**config.mk**
```make
export PLATFORM = sky130hd
export DESIGN_NAME = snake_motion_sequencer
export DESIGN_NICKNAME = d
export VERILOG_FILES = /design/src/rtl/snake_motion_sequencer.sv
export SDC_FILE = /design/constraint.sdc
export NUM_CORES = 1
export LEC_CHECK = 0
export ABC_CLOCK_PERIOD_IN_PS = 22400
export BUFFER_PORTS_ARGS = -buffer_cell sky130_fd_sc_hd__clkbuf_2
export CAP_MARGIN = 5
export CORE_MARGIN = 2
export CORE_UTILIZATION = 55
export CTS_BUF_LIST = sky130_fd_sc_hd__clkbuf_16
export CTS_CLUSTER_SIZE = 25
export DETAILED_ROUTE_END_ITERATION = 10
export GPL_ROUTABILITY_DRIVEN = 1
export PLACE_DENSITY = 0.69
export SKIP_LAST_GASP = 1
export SLEW_MARGIN = 25
export SYNTH_ARGS = -nofsm -noshare
export SYNTH_HDL_FRONTEND = slang
export SYNTH_SLANG_ARGS = --single-unit
```
**constraint.sdc**
```tcl
create_clock -name clock_25 -period 22.4 [get_ports clock_25]
set_input_delay 5.6 -clock clock_25 [delete_from_list [all_inputs] [get_ports clock_25]]
set_output_delay 5.6 -clock clock_25 [all_outputs]
set_load 0.02 [all_outputs]
```
**src/rtl/snake_motion_sequencer.sv**
```systemverilog
// Snake state keeper: shifts the body, advances the head, grows on fruit, detects collisions
// and streams body segments to the renderer. Define SNAKE_WALL_WRAP_EN for wrap-around edges.
module snake_motion_sequencer #(
    parameter int SNAKE_LENGTH_BIT = 4,
    parameter int SNAKE_LENGTH_MAX = 16,
    parameter int GRID_W           = 124,
    parameter int GRID_H           = 81,
    parameter int INIT_LENGTH      = 3,
    parameter int INIT_X           = 60,
    parameter int INIT_Y           = 40
) (
    input  logic                        clock_25,
    input  logic                        reset,
    input  logic                        start,
    input  logic                        move_tick,
    input  logic                        up,
    input  logic                        down,
    input  logic                        left,
    input  logic                        right,
    input  logic [6:0]                  fruit_x,
    input  logic [6:0]                  fruit_y,
    output logic [6:0]                  snake_head_x,
    output logic [6:0]                  snake_head_y,
    output logic [6:0]                  snake_body_x,
    output logic [6:0]                  snake_body_y,
    output logic [SNAKE_LENGTH_BIT-1:0] body_count,
    output logic [SNAKE_LENGTH_BIT-1:0] snake_length,
    output logic                        fruit_eaten,
    output logic                        game_over,
    output logic                        busy
);

    // Length needs one extra bit so that a full array (SNAKE_LENGTH_MAX) is representable.
    localparam int LW = SNAKE_LENGTH_BIT + 1;

    typedef enum logic [2:0] {
        ST_STREAM,
        ST_SHIFT,
        ST_HEAD,
        ST_CHECK,
        ST_OVER
    } state_t;

    typedef enum logic [1:0] {
        DIR_UP,
        DIR_DOWN,
        DIR_LEFT,
        DIR_RIGHT
    } dir_t;

    state_t                      state;
    state_t                      state_next;
    dir_t                        dir;
    dir_t                        dir_req;
    dir_t                        dir_cand;
    logic                        cand_valid;
    logic [LW-1:0]               len;
    logic [SNAKE_LENGTH_BIT-1:0] idx;
    logic [SNAKE_LENGTH_BIT-1:0] idx_prev;
    logic [SNAKE_LENGTH_BIT-1:0] last_idx;
    logic [SNAKE_LENGTH_BIT-1:0] shift_first;
    logic [SNAKE_LENGTH_BIT-1:0] stream_next;
    logic                        grow_pending;
    logic                        grow_now;
    logic                        check_hit;
    logic [6:0]                  head_x;
    logic [6:0]                  head_y;
    logic [6:0]                  step_x;
    logic [6:0]                  step_y;
    logic                        step_off_grid;
    logic [6:0]                  body_x [SNAKE_LENGTH_MAX];
    logic [6:0]                  body_y [SNAKE_LENGTH_MAX];

    function automatic logic [6:0] init_body_x(input int k);
        return (k < INIT_LENGTH) ? 7'(INIT_X - 1 - k) : 7'd0;
    endfunction

    function automatic logic [6:0] init_body_y(input int k);
        return (k < INIT_LENGTH) ? 7'(INIT_Y) : 7'd0;
    endfunction

    function automatic dir_t opposite(input dir_t d);
        case (d)
            DIR_UP:   return DIR_DOWN;
            DIR_DOWN: return DIR_UP;
            DIR_LEFT: return DIR_RIGHT;
            default:  return DIR_LEFT;
        endcase
    endfunction

    assign last_idx    = SNAKE_LENGTH_BIT'(len - LW'(1));
    assign idx_prev    = idx - SNAKE_LENGTH_BIT'(1);
    assign grow_now    = grow_pending && (len < LW'(SNAKE_LENGTH_MAX));
    // A growth step starts one index higher: its first shift copies the tail into body[len].
    assign shift_first = grow_now ? SNAKE_LENGTH_BIT'(len) : last_idx;
    assign stream_next = (body_count >= last_idx) ? '0 : body_count + SNAKE_LENGTH_BIT'(1);
    assign check_hit   = (body_x[idx] == head_x) && (body_y[idx] == head_y);

    // NOTE: every always_comb output gets a default first so no path can infer a latch.
    always_comb begin
        cand_valid = 1'b1;
        dir_cand   = dir;
        if (up)         dir_cand = DIR_UP;
        else if (down)  dir_cand = DIR_DOWN;
        else if (right) dir_cand = DIR_RIGHT;
        else if (left)  dir_cand = DIR_LEFT;
        else            cand_valid = 1'b0;
        dir_req = (cand_valid && dir_cand != opposite(dir)) ? dir_cand : dir;
    end

    always_comb begin
        step_x        = head_x;
        step_y        = head_y;
        step_off_grid = 1'b0;
        case (dir)
            DIR_UP: begin
                if (head_y == 7'd0) begin
`ifdef SNAKE_WALL_WRAP_EN
                    step_y = 7'(GRID_H - 1);
`else
                    step_off_grid = 1'b1;
`endif
                end else begin
                    step_y = head_y - 7'd1;
                end
            end
            DIR_DOWN: begin
                if (head_y == 7'(GRID_H - 1)) begin
`ifdef SNAKE_WALL_WRAP_EN
                    step_y = 7'd0;
`else
                    step_off_grid = 1'b1;
`endif
                end else begin
                    step_y = head_y + 7'd1;
                end
            end
            DIR_LEFT: begin
                if (head_x == 7'd0) begin
`ifdef SNAKE_WALL_WRAP_EN
                    step_x = 7'(GRID_W - 1);
`else
                    step_off_grid = 1'b1;
`endif
                end else begin
                    step_x = head_x - 7'd1;
                end
            end
            default: begin
                if (head_x == 7'(GRID_W - 1)) begin
`ifdef SNAKE_WALL_WRAP_EN
                    step_x = 7'd0;
`else
                    step_off_grid = 1'b1;
`endif
                end else begin
                    step_x = head_x + 7'd1;
                end
            end
        endcase
    end

    // State register.
    // NOTE: sequential state uses non-blocking assignments so every flop samples pre-edge values.
    always_ff @(posedge clock_25 or posedge reset) begin
        if (reset) state <= ST_STREAM;
        else       state <= state_next;
    end

    // Next-state logic.
    always_comb begin
        state_next = state;
        case (state)
            ST_STREAM: if (move_tick) state_next = (shift_first != '0) ? ST_SHIFT : ST_HEAD;
            ST_SHIFT:  if (idx == SNAKE_LENGTH_BIT'(1)) state_next = ST_HEAD;
            ST_HEAD:   state_next = step_off_grid ? ST_OVER : ST_CHECK;
            ST_CHECK: begin
                if (check_hit)            state_next = ST_OVER;
                else if (idx == last_idx) state_next = ST_STREAM;
            end
            ST_OVER:   if (start) state_next = ST_STREAM;
            default:   state_next = ST_STREAM;
        endcase
    end

    // Output logic.
    always_comb begin
        busy      = 1'b0;
        game_over = 1'b0;
        case (state)
            ST_SHIFT, ST_HEAD, ST_CHECK: busy = 1'b1;
            ST_OVER:                     game_over = 1'b1;
            default:                     ;
        endcase
    end

    // Datapath: snake state, step bookkeeping and the segment stream.
    // NOTE: the body array is reset explicitly because the game relies on its initial contents.
    always_ff @(posedge clock_25 or posedge reset) begin
        if (reset) begin
            head_x       <= 7'(INIT_X);
            head_y       <= 7'(INIT_Y);
            len          <= LW'(INIT_LENGTH);
            dir          <= DIR_RIGHT;
            grow_pending <= 1'b0;
            idx          <= '0;
            fruit_eaten  <= 1'b0;
            body_count   <= '0;
            snake_body_x <= init_body_x(0);
            snake_body_y <= init_body_y(0);
            for (int k = 0; k < SNAKE_LENGTH_MAX; k++) begin
                body_x[k] <= init_body_x(k);
                body_y[k] <= init_body_y(k);
            end
        end else begin
            fruit_eaten <= 1'b0;
            case (state)
                ST_STREAM: begin
                    body_count   <= stream_next;
                    snake_body_x <= body_x[stream_next];
                    snake_body_y <= body_y[stream_next];
                    if (move_tick) begin
                        dir          <= dir_req;
                        grow_pending <= 1'b0;
                        idx          <= shift_first;
                        if (grow_now) len <= len + LW'(1);
                    end
                end
                ST_SHIFT: begin
                    body_x[idx]  <= body_x[idx_prev];
                    body_y[idx]  <= body_y[idx_prev];
                    idx          <= idx_prev;
                    body_count   <= '0;
                    snake_body_x <= body_x[0];
                    snake_body_y <= body_y[0];
                end
                ST_HEAD: begin
                    idx          <= '0;
                    body_count   <= '0;
                    snake_body_x <= body_x[0];
                    snake_body_y <= body_y[0];
                    if (!step_off_grid) begin
                        body_x[0] <= head_x;
                        body_y[0] <= head_y;
                        head_x    <= step_x;
                        head_y    <= step_y;
                        if (step_x == fruit_x && step_y == fruit_y) begin
                            fruit_eaten  <= 1'b1;
                            grow_pending <= 1'b1;
                        end
                    end
                end
                ST_CHECK: begin
                    idx          <= idx + SNAKE_LENGTH_BIT'(1);
                    body_count   <= '0;
                    snake_body_x <= body_x[0];
                    snake_body_y <= body_y[0];
                end
                ST_OVER: begin
                    if (start) begin
                        head_x       <= 7'(INIT_X);
                        head_y       <= 7'(INIT_Y);
                        len          <= LW'(INIT_LENGTH);
                        dir          <= DIR_RIGHT;
                        grow_pending <= 1'b0;
                        idx          <= '0;
                        body_count   <= '0;
                        snake_body_x <= init_body_x(0);
                        snake_body_y <= init_body_y(0);
                        for (int k = 0; k < SNAKE_LENGTH_MAX; k++) begin
                            body_x[k] <= init_body_x(k);
                            body_y[k] <= init_body_y(k);
                        end
                    end else begin
                        body_count   <= stream_next;
                        snake_body_x <= body_x[stream_next];
                        snake_body_y <= body_y[stream_next];
                    end
                end
                default: ;
            endcase
        end
    end

    assign snake_head_x = head_x;
    assign snake_head_y = head_y;
    // A full array (SNAKE_LENGTH_MAX) wraps to 0 on the narrower length port.
    assign snake_length = SNAKE_LENGTH_BIT'(len);

endmodule

```
==> flow_summary.ini <==
[power]
combinationalPowerShare = 0.559
switchingPower_mw = 1.64
clkPwrFrac = 0.158
power.internal_mw = 1.71
vdd_drop_max_v = 0.000113
powerDensity_mw_per_mm2 = 170
p_leak_nw = 8.10
seqPwrFrac = 0.283
p_sw_frac = 0.489

[cts]
holdBufCountCts = 0
cts_buffers = 31
cts_sinks = 272
cts-root-buf = clkbuf_16
postCtsSetupBuffers = 0
cts-resized-gates = 0
cts_buffer_depth = 3
cts_tree = yes
htree_levels = 1
clkLatencyLatePin_ns = 0.59
cts.reportedPaths.clkPinSlew_ns = 0.06

[setup_path]
startpoint = state[2]
worstReg2RegEnd = body_y[108]
cp-endpoint = game_over
crit_buf_inv = 3
required_ns = 16.80
ff2ff_path_depth = 7
path_max_fanout = 38
worstSetupPathType = flop to primary output
critPathArrivalTime_ns = 3.01
r2r_slack_ns = 16.96
crit_chain = buf_4 -> nand2_1 -> inv_2 -> clkbuf_2
cp_top_family = buffers and inverters
r2r-start = idx[0]
max_stage_delay_ns = 0.72
endpoint_kind = primary output
path_depth = 4
crit_slowest_cell = inv_2
critPathLaunchType = flop

[route]
drt_wl_total_um = 69100
drtIter0Drc = 2185
vias = 16500
ant_nets = 0
via_per_inst = 7.73
route.detailed.wl_per_inst_um = 32.4
remaining_drc_errors = 0
first_pass_iters = 8

[logic_synthesis]
synth_seq_area_share = 0.375
synth_top_family_by_area = compound AO/OA/AOI/OAI gates
synth_fa_ha_area_frac = 0.0121
yosys.area_share.simple = 0.111
synth.distinct_cells = 91
synth.top_cells.by_area = dfrtp_1, mux4_2, a22o_1
ys_top_cells_by_count = dfrtp_1, a22o_1, nand2_1, mux4_2
syn_area_per_cell_sq_um = 10.7
yosys_warnings = 0
synthFlopType = dfrtp_1
synth_top_area_share = 0.324
synthXorXnorAreaFrac = 0.0211
muxShareOfSynthArea = 0.202
synth_compound_area_frac = 0.230
post-synth-top-count-cell = dfrtp_1
ys_ff_latch = 272
synth_top_cell_by_area = dfrtp_1
syn_inst = 1710
synth_edf_count = 0
syn-num-nets = 1748
synthArstFlopShare = 1.00
syn_area_sq_mm = 0.0183

[final_layout]
drive_gt1_frac = 0.214
final_cell_area_sq_mm = 0.0198
fin_nets = 1704
diodes = 0
area_growth_pct = 8.26
nFillCells = 2665

[die]
ios = 61
die_h_um = 186
die-width_um = 186
start_util = 0.560
die_area_sq_mm = 0.0347
fp.coreArea_sq_mm = 0.0326
row_count = 66

[global_route]
track_usage = 0.402
antenna_found_initial = 2
grt_max_degree = 139
grt-ovfl-total = 0
grt_pass1_vias = 15700
grt_pass1_wl_um = 102000

[sta]
setup_viol = 0
min_period_ns = 8.61
finalMaxSlewViolations = 0
worst_slew_pin_slew_ns = 1.26
rsz0062_at_grt = false
hold_slack_ns = 0.535
slew_headroom = 0.159
hold_viol = 0
setup_tns_ns = 0
skew_ns = 0.0251
max_freq_mhz = 116
fin_crit_sh = 0.384

[place]
io_buffers = 60
post_dp_cell_area_sq_mm = 0.0187
dpl.hpwl_um = 42600
gp_congestion = 0.940

[hold_path]
hp-class = flop to flop

[run]
drv_cap = 0

[status]
outcome = complete, no violations
power groups by stage:
stage / logic, mW / clock network (mW) / registers [mW]
after global placement: 1.78 / 0 / 0.932
after detailed placement: 1.80 / 0 / 0.939
after global routing: 1.96 / 0.543 / 0.967
after CTS: 1.81 / 0.525 / 0.934
after floorplan: 1.37 / 0 / 0.817
final: 1.88 / 0.529 / 0.949
registers in the layout (all words and copies together), names as in the netlist:
signal and cells:
dir 2, body_x 112, grow_pending 1, idx 4
body_count 4, snake_body_y 7, body_y 112, snake_head_y 7
fruit_eaten 1, snake_body_x 7, state 3, snake_head_x 7
len 5
metrics by stage:
step,instances,util,power [mW],worst slack (ns)
finish,2132,0.606,3.35,13.79
detailed placement,2075,0.574,2.74,14.52
global route,2132,0.606,3.47,13.78
CTS,2132,0.605,3.27,13.93
global placement,2075,0.573,2.71,14.53
floorplan,1710,-,2.18,9.36
metal layers:
metal  track usage  vias to the layer above  part of all wire
li1              -                     6625                 -
met1         0.522                     8077              0.36
met2         0.587                     1389              0.42
met3         0.128                      381              0.14
met4         0.251                        4             0.078
met5       0.00857                        -           0.00081
worst min-delay path by stage:
stage                     start     endpoint  slack, ns  cells past startpoint
floorplan                len[4]       len[4]       0.46                      2
finish               body_x[96]   body_x[96]       0.54                      1
CTS                 body_x[106]  body_x[106]       0.53                      2
global placement         len[4]       len[4]       0.49                      2
detailed placement  body_y[108]  body_y[108]       0.52                      2
global route         body_x[95]   body_x[95]       0.54                      1
cells in the final DEF, fill, tap and decap left out, types with 13 or more instances in the layout:
cell type / netlist / final
mux2i_1: 75 / 75
mux4_2: 125 / 125
clkbuf_16: 0 / 31
buf_4: 6 / 37
nor2_1: 91 / 79
a221oi_1: 24 / 24
nor3_1: 19 / 16
o22a_1: 16 / 16
nor2b_1: 13 / 13
a21oi_1: 60 / 60
o21ai_1: 11 / 14
xnor2_1: 27 / 24
a22o_1: 201 / 201
o31ai_1: 15 / 15
nand3_1: 41 / 41
inv_1: 18 / 24
and3_1: 24 / 24
ha_1: 16 / 15
clkbuf_2: 0 / 60
o21ai_0: 71 / 67
a211oi_1: 23 / 23
dfrtp_1: 236 / 231
o22ai_1: 16 / 16
xor2_1: 17 / 16
nand2_1: 141 / 139
or3_1: 15 / 15
o211ai_1: 18 / 18
dfstp_2: 36 / 36
nand4_1: 13 / 13
cells by family (layout without fill, tap and decap cells):
family | count (synthesis) | in the layout
compound gates | 554 | 554
flops | 272 | 272
buf+inv | 197 | 177
xor+xnor | 44 | 44
simple gates | 414 | 414
mux | 211 | 211
fa+ha+maj | 18 | 18
final cells by class:
type                            instances  area [sq um]  area share
Timing Repair Buffer                   97           578      0.0293
Sequential cell                       272          6870       0.347
Tap cell                              442           553      0.0280
Multi-Input combinational cell       1241         10600       0.538
Clock inverter                         26           250      0.0127
Clock buffer                           31           776      0.0393
Inverter                               23          98.8     0.00500
(Power assumes the default switching activity.)
